File: src/rtl/pc_block.sv
// Program counter for the single-cycle core: registers the next-PC every edge.
// Latency: in -> salida one rising clk edge; salida_plus4/misaligned combinational from salida.
// Backpressure: none; no stall or enable, so the PC is written on every edge.
//
// Ports:
//   clk          system clock, all state updates on the rising edge
//   reset        synchronous active-high reset, loads RESET_VALUE (wins over in)
//   in           next-PC value from the PC-select logic, stored verbatim
//   salida       current PC (register output only, glitch-free)
//   salida_plus4 salida + INC, carry-out discarded
//   misaligned   1 when any of the low ALIGN_BITS bits of salida is set
module pc_block #(
    parameter int                WIDTH       = 32,
    parameter logic [WIDTH-1:0]  RESET_VALUE = '0,
    parameter int                INC         = 4,
    parameter int                ALIGN_BITS  = 2
) (
    input  logic             clk,
    input  logic             reset,
    input  logic [WIDTH-1:0] in,
    output logic [WIDTH-1:0] salida,
    output logic [WIDTH-1:0] salida_plus4,
    output logic             misaligned
);

    // Increment sized to the PC width so the add wraps modulo 2^WIDTH.
    localparam logic [WIDTH-1:0] INC_W = WIDTH'(INC);

    // No power-on value: salida stays X until the first reset edge, which
    // keeps a missing boot reset visible in simulation.
    always_ff @(posedge clk) begin
        if (reset) begin
            salida <= RESET_VALUE;
        end else begin
            salida <= in;
        end
    end

    assign salida_plus4 = salida + INC_W;

    // Low bits are only flagged, never masked; fetch logic decides what to do.
    generate
        if (ALIGN_BITS > 0) begin : g_align
            assign misaligned = |salida[ALIGN_BITS-1:0];
        end else begin : g_no_align
            assign misaligned = 1'b0;
        end
    endgenerate

endmodule

File: config.mk
export PLATFORM = sky130hd
export DESIGN_NAME = pc_block
export DESIGN_NICKNAME = d
export VERILOG_FILES = /design/src/rtl/pc_block.sv
export SDC_FILE = /design/constraint.sdc
export NUM_CORES = 1
export LEC_CHECK = 0
export ABC_AREA = 1
export BUFFER_PORTS_ARGS = -buffer_cell sky130_fd_sc_hd__buf_4
export CAP_MARGIN = 20
export CORE_ASPECT_RATIO = 1.5
export CORE_UTILIZATION = 40
export CTS_CLUSTER_DIAMETER = 150
export DETAILED_ROUTE_END_ITERATION = 7
export GPL_ROUTABILITY_DRIVEN = 0
export GPL_TIMING_DRIVEN = 0
export PLACE_DENSITY = 0.77
export SETUP_SLACK_MARGIN = 0.5
export SYNTH_ARGS = -nofsm -noshare
export SYNTH_HDL_FRONTEND = slang
export SYNTH_SLANG_ARGS = --single-unit
File: constraint.sdc
create_clock -name clk -period 1.3 [get_ports clk]
set_clock_uncertainty 0.05 [all_clocks]
set_input_delay 0.065 -clock clk [delete_from_list [all_inputs] [get_ports clk]]
set_output_delay 0.065 -clock clk [all_outputs]
set_load 0.01 [all_outputs]
==> results.md, run 1 <==
* Mapped Area at 1740 um2
* Max_cap viols at 0
* Clk slew on worst S/H paths at 0.07 ns
* Total CTS buffers at 5
* Reg area at between 700 and 800 um2
* Placed inst area at approximately 2700 um2
* Crit end category: primary output
* Nets at 484
* Vias in the first global route at 2395
* DR iter-0 viols at 226
* Cells after synthesis at 273
* Violated checks: negative setup slack
* CP Max Fanout at 4
* Logic pwr share at 27.5%
* Met3 Use GR at between 4 and 5%
* Detailed placement HPWL at 3850 um
* H-tree levels at 2
* Setup TNS Final at -11.95 ns
* Synth Warn # at 0
* Critical path required time at 1.19 ns
* Die area at about 4600 um2
* Unrepaired setup endpoints after global routing: true
* Slew @ Worst Pin at 0.608 ns
* Setup WS pre-CTS at -0.138 ns
* Cell taking the most area after synthesis: dfxtp_1
* Period utilization at 144%
* Status: finished, violations left
* Critical Path Source: salida[8]
* Grt ovf at 0
* Sequential power share at a little over 40%
* Max FFs per register at 32
* GR peak layer: met2
* Synthesis-stage register bit count at 32
* Sequential area share after synthesis at 36.7%
* Largest registers: salida: 32 flops
* Die Ht at 82.9 um
* Leakage at 1.92 nW
* Pins Over Slew Limit at 0
* Finished Cell Area at about 3900 um2
* Clock root buffer: clkbuf_8
* Via/cell ratio at 5.41
* Clock Sinks at 32
* CTS tree: done
* Number of antenna diodes at 0
* Crit path kind: register to primary output
* Footprint of the multi-input gates at 1180 um2
* Setup crit start kind: register
* Largest net degree at the start of global routing at 11
* Syn Area/Cell at 6.39 um2
* Clock Power Share at 31.2%
* Hold depth at 3
* Number of standard cells in the layout, taps in and fillers out at a little under 500
* Worst min path class: primary input to register
* Clock buffer depth at 2
* Power, Total at 2.68 mW
* First-pass GRT wire length at 10700 um
* Final Util at between 90% and 100%
* WHS at ~0.27 ns
* Syn Nets at 308
* GR Layer Usage met1 at between 20% and 30%
* Switching part of the total at about 30%
* Final WS setup at -0.567 ns
* Wire per inst at roughly 20 um
* PwrDens at 691 nW/um2
* Cells after DPL at 417
* PortBufs at 98
* P_sw at 0.801 mW
* Finish-stage setup viols at 29
* Die Width at 55.9 um
* Antenna-violating nets left at 0
* Starting Density at between 40% and 50%
* Hold Vio Cnt, Final at 0
* WP data arrival at 1.75 ns
* Share of cells above drive strength 1 at 53.3%
* Met2 GRT Util at roughly 59%
* Fmax at 536 MHz
* Vias at 2683
* Post-route DRC violation count at 0
* # IOs at 99
* Core Region at 4210 um2
* GRT Total Usage at between 20% and 30%
* P_int at 1.88 mW
* First-pass DRT Iterations at 6
* Worst setup path end: salida_plus4[16]
* Synth top area cells: dfxtp_1 (37%), nand2_1 (17%), nor2_1 (13%)
* Biggest register: salida
* Worst ir drop on vdd at 1.18 mV
* Distinct cells, synth at 17
* Relative slew slack at 59.5%
* Final min period at 1.87 ns
* Area Growth Syn to Fin at 123%
* Row Count at 29
* Yosys top cell area share at 36.7%
* Antenna violations before repair at 0
* Final Routed Wirelength at 9660 um
* FILL cells at 148
## placed cells by master, fill, tap and decap left out, drive strengths merged
cell type,n
nand2,84
ha,1
clkinvlp,1
dlygate4sd3,33
nand3,6
clkbuf,10
dfxtp,32
and2,3
or2,1
nor2,71
xor2,11
buf,138
nand3b,8
xnor2,4
inv,47
## per-layer routing
metal / routed length (um) / part of all wire (%) / vias to the layer above
met2: 5180 / 54 / 214
met1: 3000 / 31 / 1257
met3: 742 / 7.7 / 77
met5: 0 / 0 / -
li1: - / - / 1135
met4: 736 / 7.6 / 0
## kinds of logic (layout without fill, tap and decap cells)
group	Yosys count	count (layout)	synth area share, %
DFF	32	32	36.7
adders and majority gates	1	1	0.717
buffers and inverters	52	229	11.6
xor gates and xnor gates	15	15	7.53
and+or+nand+nor	173	173	43.4
## cell type report
cell class	count	area share [%]
buffer	5	0.870
tap	46	1.48
sequential	32	19.3
clock buffer	7	2.22
timing repair buffer	169	41.0
multi-input combinational	189	30.4
inverter	47	4.54
clock inverter	1	0.193
## how the worst min path moves through the flow
stage | to | from | slack (ns)
floorplan | salida[23] | reset | 0.09
global placement | salida[31] | reset | 0.21
detailed placement | salida[31] | reset | 0.21
CTS | salida[27] | reset | 0.25
global route | salida[25] | reset | 0.30
finish | salida[1] | reset | 0.27
## cells in the mapped netlist
library cell and instances:
ha_1 1, nor2_1 62, dfxtp_1 32, clkbuf_1 3
xnor2_1 4, or2_2 1, nor2_2 4, nand2_2 2
nand3b_1 8, nand2_4 1, inv_1 47, xor2_1 11
buf_4 2, nor2_4 5, and2_1 3, nand3_1 6
nand2_1 81
## worst max-delay path: stages (launching register included)
cell and delay (ns):
dfxtp_4 0.39, nand2_1 0.17, nor2_1 0.20, nand2_1 0.13
nor2_4 0.16, xor2_1 0.24, buf_4 0.17
## power by group through the flow
stage,registers [mW],clock network [mW],logic (mW)
global route,1.11,0.859,0.768
finish,1.11,0.836,0.739
CTS,1.10,0.800,0.614
floorplan,1.14,0,0.164
detailed placement,1.13,0,0.449
global placement,1.13,0,0.442
## what timing repair did
action,CTS,global route
endpoints found under the hold margin,32,0
pin swaps,17,21
hold buffers,33,0
setup endpoints to repair,65,65
buffers inserted,17,21
resized for setup,85,51
(Power assumes the default switching activity.)
==> run 2, diff against run 1 <==
--- a/config.mk
+++ b/config.mk
@@ -9,12 +9,12 @@
 export BUFFER_PORTS_ARGS = -buffer_cell sky130_fd_sc_hd__buf_4
 export CAP_MARGIN = 20
 export CORE_ASPECT_RATIO = 1.5
-export CORE_UTILIZATION = 40
+export CORE_UTILIZATION = 44
 export CTS_CLUSTER_DIAMETER = 150
 export DETAILED_ROUTE_END_ITERATION = 7
 export GPL_ROUTABILITY_DRIVEN = 0
 export GPL_TIMING_DRIVEN = 0
-export PLACE_DENSITY = 0.77
+export PLACE_DENSITY_LB_ADDON = 0.05
 export SETUP_SLACK_MARGIN = 0.5
 export SYNTH_ARGS = -nofsm -noshare
 export SYNTH_HDL_FRONTEND = slang
==> constraint.sdc (replaced) <==
create_clock -name clk -period 1.9 [get_ports clk]
set_clock_uncertainty 0.05 [all_clocks]
set_input_delay 0.095 -clock clk [delete_from_list [all_inputs] [get_ports clk]]
set_output_delay 0.095 -clock clk [all_outputs]
set_load 0.01 [all_outputs]
==> run 2 against run 1 <==
- the run now ends clean
- via count shrank 14%
- routed wire length shrank 31%
- clock-buffer cell count shrank 1
- sequential power shrank 32%
- first-iteration DRC count shrank 75%
- final area shrank 18%
- sequential share of layout area grew 2.1 points
- critical path type unchanged
==> results.md, run 2 (synthesized netlist as in run 1, its figures left out) <==
* Fmax at around 570 MHz
* CTS tree: done
* Vias at 2295 (-14%)
* Critical path required time at 1.75 ns (+0.56 ns)
* GR peak layer: met2
* Met3 Use GR at 7.28% (+3.2 points)
* Placed inst area at 2560 um2 (-6.3%)
* Finished Cell Area at 3200 um2 (-18%)
* Final min period at 1.75 ns
* Setup TNS Final at 0 ns (+11.95 ns)
* Area Growth Syn to Fin at 83.5%
* Clk slew on worst S/H paths at 0.06 ns (about the same)
* Die area at 4220 um2 (-8.8%)
* Worst ir drop on vdd at 0.564 mV (-52%)
* Max_cap viols at 0 (unchanged)
* First-pass GRT wire length at 9140 um (-14%)
* Share of cells above drive strength 1 at 41.5% (-12 points)
* Finish-stage setup viols at 0 (-100%)
* Max FFs per register at 32 (unchanged)
* Number of antenna diodes at 0 (unchanged)
* Antenna violations before repair at 0 (unchanged)
* Commonest non-fill, non-tap cell in the layout: buf_4
* Clock root buffer: clkbuf_8
* Starting Density at 46.9% (+5.5 points)
* Met2 GRT Util at 56.5% (-2.1 points)
* Die Width at 53.4 um (-4.5%)
* PortBufs at 98 (unchanged)
* Setup WS pre-CTS at 0.256 ns (+0.394 ns)
* Clock buffer depth at 2 (unchanged)
* Total CTS buffers at 5 (unchanged)
* Wire per inst at 14.4 um (-26%)
* Final WS setup at 0.147 ns (+0.714 ns)
* Unrepaired setup endpoints after global routing: true
* Status: completed
* Vias in the first global route at 2026 (-15%)
* Nets at 454 (-6.2%)
* Crit path kind: register to primary output
* Most frequent cells in the layout: buf_4 (105), nand2_1 (75), nor2_1 (48)
* DR iter-0 viols at 57 (-75%)
* Biggest register: salida
* Hold Vio Cnt, Final at 0 (unchanged)
* GRT Total Usage at 30.1% (+0.89 points)
* First-pass DRT Iterations at 5 (-1)
* Via/cell ratio at 4.97 (-8.2%)
* CP Max Fanout at 3 (-1)
* Pins Over Slew Limit at 0 (unchanged)
* Grt ovf at 0 (unchanged)
* Leakage at 1.63 nW (-15%)
* Post-route DRC violation count at 0 (unchanged)
* Worst min path class: primary input to register
* Row Count at 27 (-6.9%)
* Clock Sinks at 32 (unchanged)
* Crit end category: primary output
* Largest registers: salida: 32 flops
* WP data arrival at 1.61 ns (-0.14 ns)
* Largest net degree at the start of global routing at 11 (unchanged)
* Setup crit start kind: register
* # IOs at 99 (unchanged)
* Core Region at 3720 um2 (-12%)
* Antenna-violating nets left at 0 (unchanged)
* Detailed placement HPWL at 3690 um (-4.4%)
* Final Routed Wirelength at 6660 um (-31%)
* GR Layer Usage met1 at 28.7% (+0.46 points)
* Worst Hold End: salida[15]
* H-tree levels at 2 (unchanged)
* Hold depth at 4 (+1)
* Relative slew slack at 62.2% (+2.8 points)
* Slew @ Worst Pin at 0.566 ns (-0.0417 ns)
* PwrDens at 512 nW/um2 (-26%)
* Period utilization at 92.3%
* Die Ht at 79.1 um (-4.5%)
* HP Start: in[15]
run 2: cell count changes in the layout (fill, tap and decap cells not counted), sizes merged:
cell      before  now
clkinvlp       1    0
clkinv         0    1
clkbuf        10    9
buf          138  108
run 2: worst max-delay path by stage:
stage                    from          endpoint  slack (ns)
finish              salida[3]  salida_plus4[28]        0.15
global route        salida[2]  salida_plus4[28]        0.06
CTS                 salida[3]  salida_plus4[22]        0.19
detailed placement  salida[2]  salida_plus4[30]        0.26
global placement    salida[2]  salida_plus4[30]        0.28
floorplan           salida[2]  salida_plus4[30]        0.48
run 2: layout make-up:
type / count / area [um2]
clock inverter: 1 / 5.00
sequential: 32 / 683
tap: 43 / 53.8
timing repair buffer: 139 / 1140
buffer: 5 / 26.3
clock buffer: 6 / 72.6
inverter: 47 / 176
fill: 225 / 515
multi-input combinational: 189 / 1050
run 2: through the flow:
stage	std cells	power, mW	hold WS, ns	util, %
4_1_cts	461	1.61	0.494	84.4
6_report	462	1.64	0.502	86.1
2_1_floorplan	273	0.877	0.116	-
5_1_grt	462	1.70	0.511	86.1
3_5_place_dp	414	1.06	0.243	68.9
3_3_place_gp	414	1.06	0.242	68.9
run 2: power breakdown:
group | internal (mW) | switching (mW) | total, mW
Clock | 0.249 | 0.248 | 0.497
Combinational | 0.221 | 0.160 | 0.381
Sequential | 0.707 | 0.0528 | 0.760
run 2: layer usage:
| layer | vias up | part of all wire, % | wire, um |
|---|---|---|---|
| li1 | 1083 | - | - |
| met1 | 1060 | 33 | 2200 |
| met2 | 123 | 56 | 3700 |
| met3 | 29 | 7.2 | 477 |
| met4 | 0 | 4.2 | 282 |
| met5 | - | 0 | 0 |
run 2: timing repair:
item / CTS / global route
resized for setup: 44 / 18
setup endpoints to repair: 27 / 28
buffers inserted: 7 / 1
hold buffers: 33 / 0
gates cloned: 0 / 0
endpoints found under the hold margin: 32 / 0
pin swaps: 16 / 13
run 2: worst max-delay path, cell delays in order (launching register included):
cell and delay, ns:
dfxtp_4 0.37, ha_4 0.17, nand3_2 0.13, nor2_2 0.14, and2_1 0.18, nand2_1 0.07, nand2_1 0.06, nand2_1 0.06
buf_4 0.14
